File: src/rtl/seg_page_scan.sv
// rtl/seg_page_scan.sv - paged seven-segment digit scanner with tear-free page switching (optional blink: SEG_PAGE_BLINK_EN)
module seg_page_scan #(
    parameter int DIGITS        = 6,
    parameter int PAGES         = 2,
    parameter int SCAN_DIV      = 5000,
    parameter int ROTATE_FRAMES = 200,
    parameter int BLINK_FRAMES  = 100,
    localparam int PW           = $clog2(PAGES)
) (
    input  logic                      clk,
    input  logic                      rst,
    input  logic [PAGES*DIGITS*7-1:0] i_page_seg,
    input  logic [PAGES*DIGITS-1:0]   i_page_dp,
    input  logic [PW-1:0]             i_page_sel,
    input  logic                      i_auto,
    input  logic [DIGITS-1:0]         i_blink_mask,
    output logic [6:0]                o_seg,
    output logic                      o_seg_dp,
    output logic [DIGITS-1:0]         o_seg_enb,
    output logic [PW-1:0]             o_page,
    output logic                      o_frame
);

    localparam int DW = $clog2(SCAN_DIV);
    localparam int IW = $clog2(DIGITS);
    localparam int FW = $clog2(ROTATE_FRAMES + 1);

    logic [DW-1:0]     div_q;
    logic [IW-1:0]     dig_q;
    logic [PW-1:0]     page_q;
    logic [FW-1:0]     rot_q;
    logic              auto_q;
    logic              tick;
    logic              frame_end;
    logic              auto_rise;
    logic [PW-1:0]     page_nx;
    logic [6:0]        seg_nx;
    logic              dp_nx;
    logic [DIGITS-1:0] enb_nx;

    assign tick      = (div_q == DW'(SCAN_DIV - 1));
    assign frame_end = tick && (dig_q == IW'(DIGITS - 1));
    assign auto_rise = i_auto && !auto_q;

    // Page for the next frame; only committed at frame_end so a frame never mixes pages.
    always_comb begin
        page_nx = page_q;
        if (!i_auto) begin
            if (int'(i_page_sel) < PAGES)
                page_nx = i_page_sel;
        end else if (!auto_rise && rot_q == FW'(ROTATE_FRAMES - 1)) begin
            page_nx = (page_q == PW'(PAGES - 1)) ? '0 : page_q + 1'b1;
        end
    end

    always_ff @(posedge clk or posedge rst) begin
        if (rst) begin
            div_q  <= '0;
            dig_q  <= '0;
            page_q <= '0;
            rot_q  <= '0;
            auto_q <= 1'b0;
        end else begin
            auto_q <= i_auto;
            div_q  <= tick ? '0 : div_q + 1'b1;
            if (tick)
                dig_q <= (dig_q == IW'(DIGITS - 1)) ? '0 : dig_q + 1'b1;
            if (auto_rise)
                rot_q <= '0;
            else if (frame_end && i_auto)
                rot_q <= (rot_q == FW'(ROTATE_FRAMES - 1)) ? '0 : rot_q + 1'b1;
            if (frame_end)
                page_q <= page_nx;
        end
    end

    always_comb begin
        seg_nx = '0;
        dp_nx  = 1'b0;
        enb_nx = '1;
        for (int p = 0; p < PAGES; p++) begin
            for (int k = 0; k < DIGITS; k++) begin
                if (page_q == PW'(p) && dig_q == IW'(k)) begin
                    seg_nx = i_page_seg[(p*DIGITS + k)*7 +: 7];
                    dp_nx  = i_page_dp[p*DIGITS + k];
                end
            end
        end
        for (int k = 0; k < DIGITS; k++)
            enb_nx[k] = (dig_q != IW'(k));
    end

`ifdef SEG_PAGE_BLINK_EN
    localparam int BW = $clog2(BLINK_FRAMES + 1);

    logic [BW-1:0] blink_q;
    logic          phase_on_q;
    logic          blank;

    always_ff @(posedge clk or posedge rst) begin
        if (rst) begin
            blink_q    <= '0;
            phase_on_q <= 1'b1;
        end else if (frame_end) begin
            if (blink_q == BW'(BLINK_FRAMES - 1)) begin
                blink_q    <= '0;
                phase_on_q <= ~phase_on_q;
            end else begin
                blink_q <= blink_q + 1'b1;
            end
        end
    end

    always_comb begin
        blank = 1'b0;
        for (int k = 0; k < DIGITS; k++)
            if (dig_q == IW'(k) && i_blink_mask[k] && !phase_on_q)
                blank = 1'b1;
    end
`else
    localparam int unused_blink_frames = BLINK_FRAMES;
    logic unused_blink_mask;
    assign unused_blink_mask = ^i_blink_mask;
`endif

    // Outputs lag the scan state by one cycle; o_page is delayed too so it lines up with digit 0.
    always_ff @(posedge clk or posedge rst) begin
        if (rst) begin
            o_seg     <= 7'h00;
            o_seg_dp  <= 1'b0;
            o_seg_enb <= '1;
            o_page    <= '0;
            o_frame   <= 1'b0;
        end else begin
            o_seg    <= seg_nx;
            o_seg_dp <= dp_nx;
            o_page   <= page_q;
            o_frame  <= frame_end;
`ifdef SEG_PAGE_BLINK_EN
            // Blank decision is latched at slot start, so mask edits apply from the next slot.
            if (div_q == '0)
                o_seg_enb <= blank ? '1 : enb_nx;
`else
            o_seg_enb <= enb_nx;
`endif
        end
    end

endmodule
File: config.mk
export PLATFORM = sky130hd
export DESIGN_NAME = seg_page_scan
export DESIGN_NICKNAME = d
export VERILOG_FILES = /design/src/rtl/seg_page_scan.sv
export SDC_FILE = /design/constraint.sdc
export NUM_CORES = 1
export LEC_CHECK = 0
export ABC_AREA = 1
export CAP_MARGIN = 0
export CORE_ASPECT_RATIO = 1.1
export CORE_MARGIN = 2
export CORE_UTILIZATION = 35
export DETAILED_ROUTE_END_ITERATION = 10
export MAX_ROUTING_LAYER = met4
export PLACE_DENSITY = 0.68
export SLEW_MARGIN = 20
export SYNTH_ARGS = -nofsm -noshare
export SYNTH_HDL_FRONTEND = slang
export SYNTH_SLANG_ARGS = --single-unit
File: constraint.sdc
create_clock -name clk -period 2.31 [get_ports clk]
set_clock_uncertainty 0.05 [all_clocks]
set_input_delay 0.3465 -clock clk [delete_from_list [all_inputs] [get_ports clk]]
set_output_delay 0.3465 -clock clk [all_outputs]
set_load 0.05 [all_outputs]
==> Word-level counts from Yosys, hierarchy flattened <==
Cells that the tools add are included.
{ "totals": {"register_bits": 42, "inputBits": 106, "out_inout_bits": 16, "elab_cells": 82} }
{ "op_classes": {"addsub": 4, "n_eq_ne": 13, "n_mux": 32, "bitwise_logic": 1, "reduce_logical": 22} }
{ "ops": {"columns": ["operator", "count"], "rows": [
  ["2-to-1 mux 7 bit", 12],
  ["2-to-1 mux 8 bit", 3],
  ["logical AND 1 bit", 16],
  ["2-to-1 mux 1 bit", 15],
  ["adder 13 x 1 -> 13 bit, second input constant", 1],
  ["equality test 13 bit, second input constant", 1],
  ["2-to-1 mux 13 bit", 1],
  ["adder 8 x 1 -> 8 bit, second input constant", 1],
  ["equality test 8 bit, second input constant", 1],
  ["equality test 3 x 2 -> 1 bit, second input constant", 2],
  ["equality test 3 bit, second input constant", 2],
  ["inequality test 3 x 2 -> 1 bit, second input constant", 2],
  ["inequality test 3 bit, second input constant", 2],
  ["adder 3 x 1 -> 3 bit, second input constant", 1],
  ["equality test 3 x 1 -> 1 bit, second input constant", 1],
  ["zero test 3 bit", 1],
  ["2-to-1 mux 3 bit", 1],
  ["inequality test 3 x 1 -> 1 bit, second input constant", 1],
  ["nonzero test 3 bit", 1],
  ["zero test 1 bit", 2],
  ["inequality test 2 x 1 -> 1 bit, second input constant", 1],
  ["AND reduction 2 bit", 1],
  ["nonzero test 2 bit", 1],
  ["adder 1 bit, second input constant", 1],
  ["inverter 1 bit", 1]
]} }

==> Depth between registers and ports, before layout <==
{ "depth": {"ltp_word": 14, "mapped_depth": 16, "mapped_depth_nobuf": 14} }

==> Worst setup path after synthesis <==
Ideal clock, no wire load.
{ "synth_path": {"path_kind": "reg-to-reg", "start": "register dig_q[1]", "end": "register o_seg[4]", "setup_time_ns": 0.116, "t_arrival_ns": 1.906, "required_ns": 2.144, "setup_slack_ns": 0.237, "stages_incl_launch_ff": 17, "n_path_buf": 3, "period_less_slack_ns": 2.073, "path_cell_list": "dfrtp_1 buf_2 clkbuf_1 nand2_1 inv_1 ha_1 nand2_1 clkbuf_1 nand2_1 nor2_1 o21bai_1 nand2_1 nand4_1 nand2_1 nand2_1 nand2_1 nand2_1"} }
{ "synth_between": {"elab_chain_len": 14, "elab_cells_between_ends": 30, "classes_between": "5 x eq/ne; 12 x mux; 13 x reduce/logical"} }
{ "synth_rtl": {"columns": ["element", "line_no", "text"], "rows": [
  ["start, declared", "29", "logic [IW-1:0] dig_q;"],
  ["start signal, assigned", "67", "dig_q <= (dig_q == IW'(DIGITS - 1)) ? '0 : dig_q + 1'b1;"],
  ["zero test 3 bit", "83", "if (page_q == PW'(p) && dig_q == IW'(k)) begin"],
  ["logical AND 1 bit", "83", null],
  ["2-to-1 mux 7 bit (11 in series)", "83", null],
  ["2-to-1 mux 7 bit (*)", "83", null],
  ["named net seg_nx[4]", "37", "logic [6:0] seg_nx;"],
  ["end signal, assigned", "135", "o_seg <= seg_nx;"],
  ["end, declared", "17", "output logic [6:0] o_seg,"]
]} }
The timed path passes the listed nets; every way through them passes the cells marked *.
A chain may end at the register's enable or synchronous reset.

==> Worst setup path after layout <==
{ "layout_path": {"start": "register o_seg_enb[0]", "end": "output o_seg_enb[0]"} }
{ "layout_rtl": {"columns": ["element", "line_no", "text"], "rows": [
  ["start, declared", "19", "output logic [DIGITS-1:0] o_seg_enb,"],
  ["start signal, assigned", "144", "o_seg_enb <= enb_nx;"]
]} }
No word-level cell between the ends.

==> run summary <==
Setup repair after global routing left no endpoint under its margin. The clock buffer count from CTS is 5. Data arrives at the worst endpoint at 1.64 ns. The biggest cell delay along the critical path is 0.81 ns. The largest fanout on the critical path came out at 1. The last weighted congestion value of the routability-driven placer is 0.881.

The clock insertion delay at the later pin of the skew report came out at 0.29 ns. Across the run, the number of max-cap violations was 0. The start point of the critical path is o_seg_enb[0]. The number of synthesized flops with an enable pin is 0.

The synthesized net count came out at 542. The maximum clock frequency is 0.491 GHz. The number of antenna violations at the first check in global routing is 0. The total routing resource utilization after global routing came out at 0.192. The accumulated negative setup slack is 0 ns. Entering global routing, the biggest net connects 43 pins. The number of sinks on the clock net is 42. The number of slew-limit violations in the final report came out at 0. In the synthesized netlist the dominant register cell turns out to be sky130_fd_sc_hd__dfrtp_1.

The flow ran to the end, and the final reports show no timing, DRC or antenna violations. The class of the worst hold path is primary input to async pin. The cell leakage power is 1.99 nW. The residual DRC count came out at 0. TritonCTS built the clock tree.

The overall power of the completed layout is 1.67 mW. The area of the core is 0.00796 sq mm. STA classifies the critical path endpoint as an output port. The chip height is 99.4 microns. After detailed placement, the total cell area comes to 0.00418 sq mm. The biggest area contributor in the post-synthesis netlist is sky130_fd_sc_hd__dfrtp_1. The via count of the first global-routing pass came to 3,026. The average instance area after synthesis came out at 6.69 sq um. The post-CTS setup buffer count came out at 0. For this block, wires on met1 add up to 3570 microns.

The final setup violation count is 0. In this run the critical register-to-register path is launched from dig_q[1]. The worst hold slack after final layout is 0.418 ns.

Among all stages on the critical path, the largest delay is contributed by sky130_fd_sc_hd__clkdlybuf4s50_1. The required time reported for the critical path endpoint is 1.91 ns. After synthesis the netlist holds a flip-flop and latch count of 42. The share of the Yosys chip area taken by registers is 0.366. For the pin with the worst max-slew slack, the measured transition is 0.634 ns. The worst supply voltage drop on vdd is 0.231 mV. The count of buffer and inverter cells on the critical path is 1. The post-synthesis instance area is 0.00290 sq mm. The clock-pin slew reported for the worst setup and hold paths after clock tree synthesis is 0.08 ns. The async set or reset register ratio after synthesis is 1.00. The layout has 764 filler cells. The total of cells resized after clock tree synthesis is 0. Hold repair after CTS inserted 0 buffers. The minimum clock period after layout is 2.04 ns.

The routed wirelength normalized by instance count is 12.5 microns. The total number of yosys warnings came out at 0. The highest metal layer carrying signal wires in the routed design is met4.

The H-tree level count is 2. Wires add up to 8220 microns. The post-synthesis cell count is 433.

Dividing the detail-routed via count by the number of cells gives 4.82. The final number of hold-violating endpoints is 0. In this run the tool buffered the top-level ports with 115 buffer cells. Power spread over the standard cell area amounts to 388 mW/mm^2. The routed length on met3 is 529 microns. The top-level port count came out at 122. The cell area after layout came out at 0.00430 sq mm. The worst setup path is of the flip-flop to output port kind. The area growth from synthesis to layout is 48.4%. Yosys instantiated no cell more often than sky130_fd_sc_hd__nand2_1. The critical path goes through clkdlybuf4s50_1. The critical path's top delay family is buffers and inverters. The detailed router finished its first iteration with 120 violations. The area share of the leading cell type in the synthesized netlist came out at 0.311. The floorplan die area is 0.00902 sq mm. The floorplan die width came out at 90.7 microns.

Detailed placement finished with a half-perimeter wire length of 6680 microns. The worst setup path is launched from a flip-flop. 0 antenna diodes ended up in the layout. The residual overflow from global routing came out at 0. The first global-routing pass estimated 13,800 microns of wire.

The tree is rooted in a sky130_fd_sc_hd__clkbuf_8. The remaining number of nets flagged by the antenna check after routing is 0. The share of cells above drive strength 1 came out at 0.113. The total met2 wirelength after detailed routing came out at 3850 microns. The number of nets in the finished design is 659. The initial utilization of the core area, before any placement, comes to 0.364. The initialized floorplan defines 34 standard-cell rows.

Counting along the longest clock path gives a buffer depth of 2. The length of the first detailed-routing pass in iterations came out at 4. The routed layout has 3,176 vias. The part of the cycle the worst path needs came out at 0.882. The number of different library cells used by synthesis comes to 36. By area the synthesized netlist is led by sky130_fd_sc_hd__dfrtp_1 31%, sky130_fd_sc_hd__nand2_1 16%, sky130_fd_sc_hd__nand4_1 7.1%, sky130_fd_sc_hd__inv_1 6.2%, sky130_fd_sc_hd__dfstp_2 5.4%. Ranked by instance count, the synthesized netlist is headed by 124 x sky130_fd_sc_hd__nand2_1, 48 x sky130_fd_sc_hd__inv_1, 36 x sky130_fd_sc_hd__dfrtp_1. The worst relative slew slack came out at 0.573.
## per-stage QoR
stage,util,worst slack [ns],instances
2_1_floorplan,-,0.237,433
6_report,0.540,0.273,659
4_1_cts,0.539,0.183,659
5_1_grt,0.540,0.0345,659
3_5_place_dp,0.525,0.199,651
3_3_place_gp,0.525,0.234,651
## sequential cells by signal (all words and copies together) (netlist names)
| register | count |
|---|---|
| div_q | 13 |
| rot_q | 8 |
| o_seg | 7 |
| o_seg_enb | 6 |
| dig_q | 3 |
| auto_q | 1 |
| o_frame | 1 |
| o_page | 1 |
| o_seg_dp | 1 |
| page_q | 1 |
## final timing paths
path	to	slack [ns]	depth (start not counted)
max	o_seg_enb[0]	0.27	1
min reg2reg	rot_q[0]	0.47	1
max reg2reg	o_seg[4]	0.32	12
min	auto_q	0.42	3
min in group clk	rot_q[0]	0.47	1
max in group asynchronous	o_seg_enb[1]	1.42	3
## cells in the final DEF, fill, tap and decap left out, drive strengths merged
| cell | synthesis | final |
|---|---|---|
| o21ai | 36 | 36 |
| a21oi | 9 | 9 |
| clkbuf | 5 | 6 |
| clkinv | 1 | 1 |
| nand4 | 33 | 33 |
| buf | 7 | 7 |
| inv | 77 | 77 |
| nor4b | 1 | 1 |
| nor3 | 6 | 6 |
| dfrtp | 36 | 36 |
| nand3 | 14 | 14 |
| o31ai | 1 | 1 |
| a21boi | 1 | 1 |
| o21bai | 6 | 6 |
| bufinv | 0 | 1 |
| o22ai | 1 | 1 |
| o41ai | 1 | 1 |
| dfstp | 6 | 6 |
| clkdlybuf4s50 | 0 | 115 |
| nor2 | 39 | 39 |
| or2 | 9 | 9 |
| o211ai | 1 | 1 |
| clkinvlp | 0 | 1 |
| a2bb2oi | 1 | 1 |
| nand2 | 126 | 126 |
| nand3b | 2 | 2 |
| xor2 | 6 | 6 |
| ha | 3 | 3 |
| nor4 | 5 | 5 |
## power breakdown
group / internal, mW / leakage (nW) / switching (mW)
Sequential: 0.765 / 0.515 / 0.0206
Clock: 0.322 / 0.0514 / 0.252
Combinational: 0.190 / 1.42 / 0.115
Total: 1.28 / 1.99 / 0.388
## final cells by class
cell class                 count  area (sq um)  area share
timing repair buffer         122          1200       0.280
clock buffer                   6          72.6      0.0169
sequential                    42          1060       0.246
clock inverter                 2          37.5     0.00874
tap                          108           135      0.0315
multi-input combinational    301          1500       0.348
inverter                      78           293      0.0682
## logic make-up after synthesis
family / after synthesis / share of synthesized area
fa+ha+maj: 3 / 0.0130
xor+xnor: 6 / 0.0182
compound gates: 57 / 0.109
flops: 42 / 0.366
simple gates: 235 / 0.373
buf+inv: 90 / 0.121
## worst reg2reg max path: cells and delay by family, from the launching register on
family / cells / cell delay [ns]
AOI/OAI and AO/OA: 1 / 0.20
and+or+nand+nor: 10 / 1.06
DFF: 1 / 0.42
buffers and inverters: 1 / 0.21
## layer usage
layer | vias to the layer above | GRT usage
li1 | 1616 | -
met1 | 1396 | 0.246
met2 | 138 | 0.311
met3 | 26 | 0.0280
met4 | 0 | 0.0710
met5 | - | -
Power figures use the tool's default switching activity.
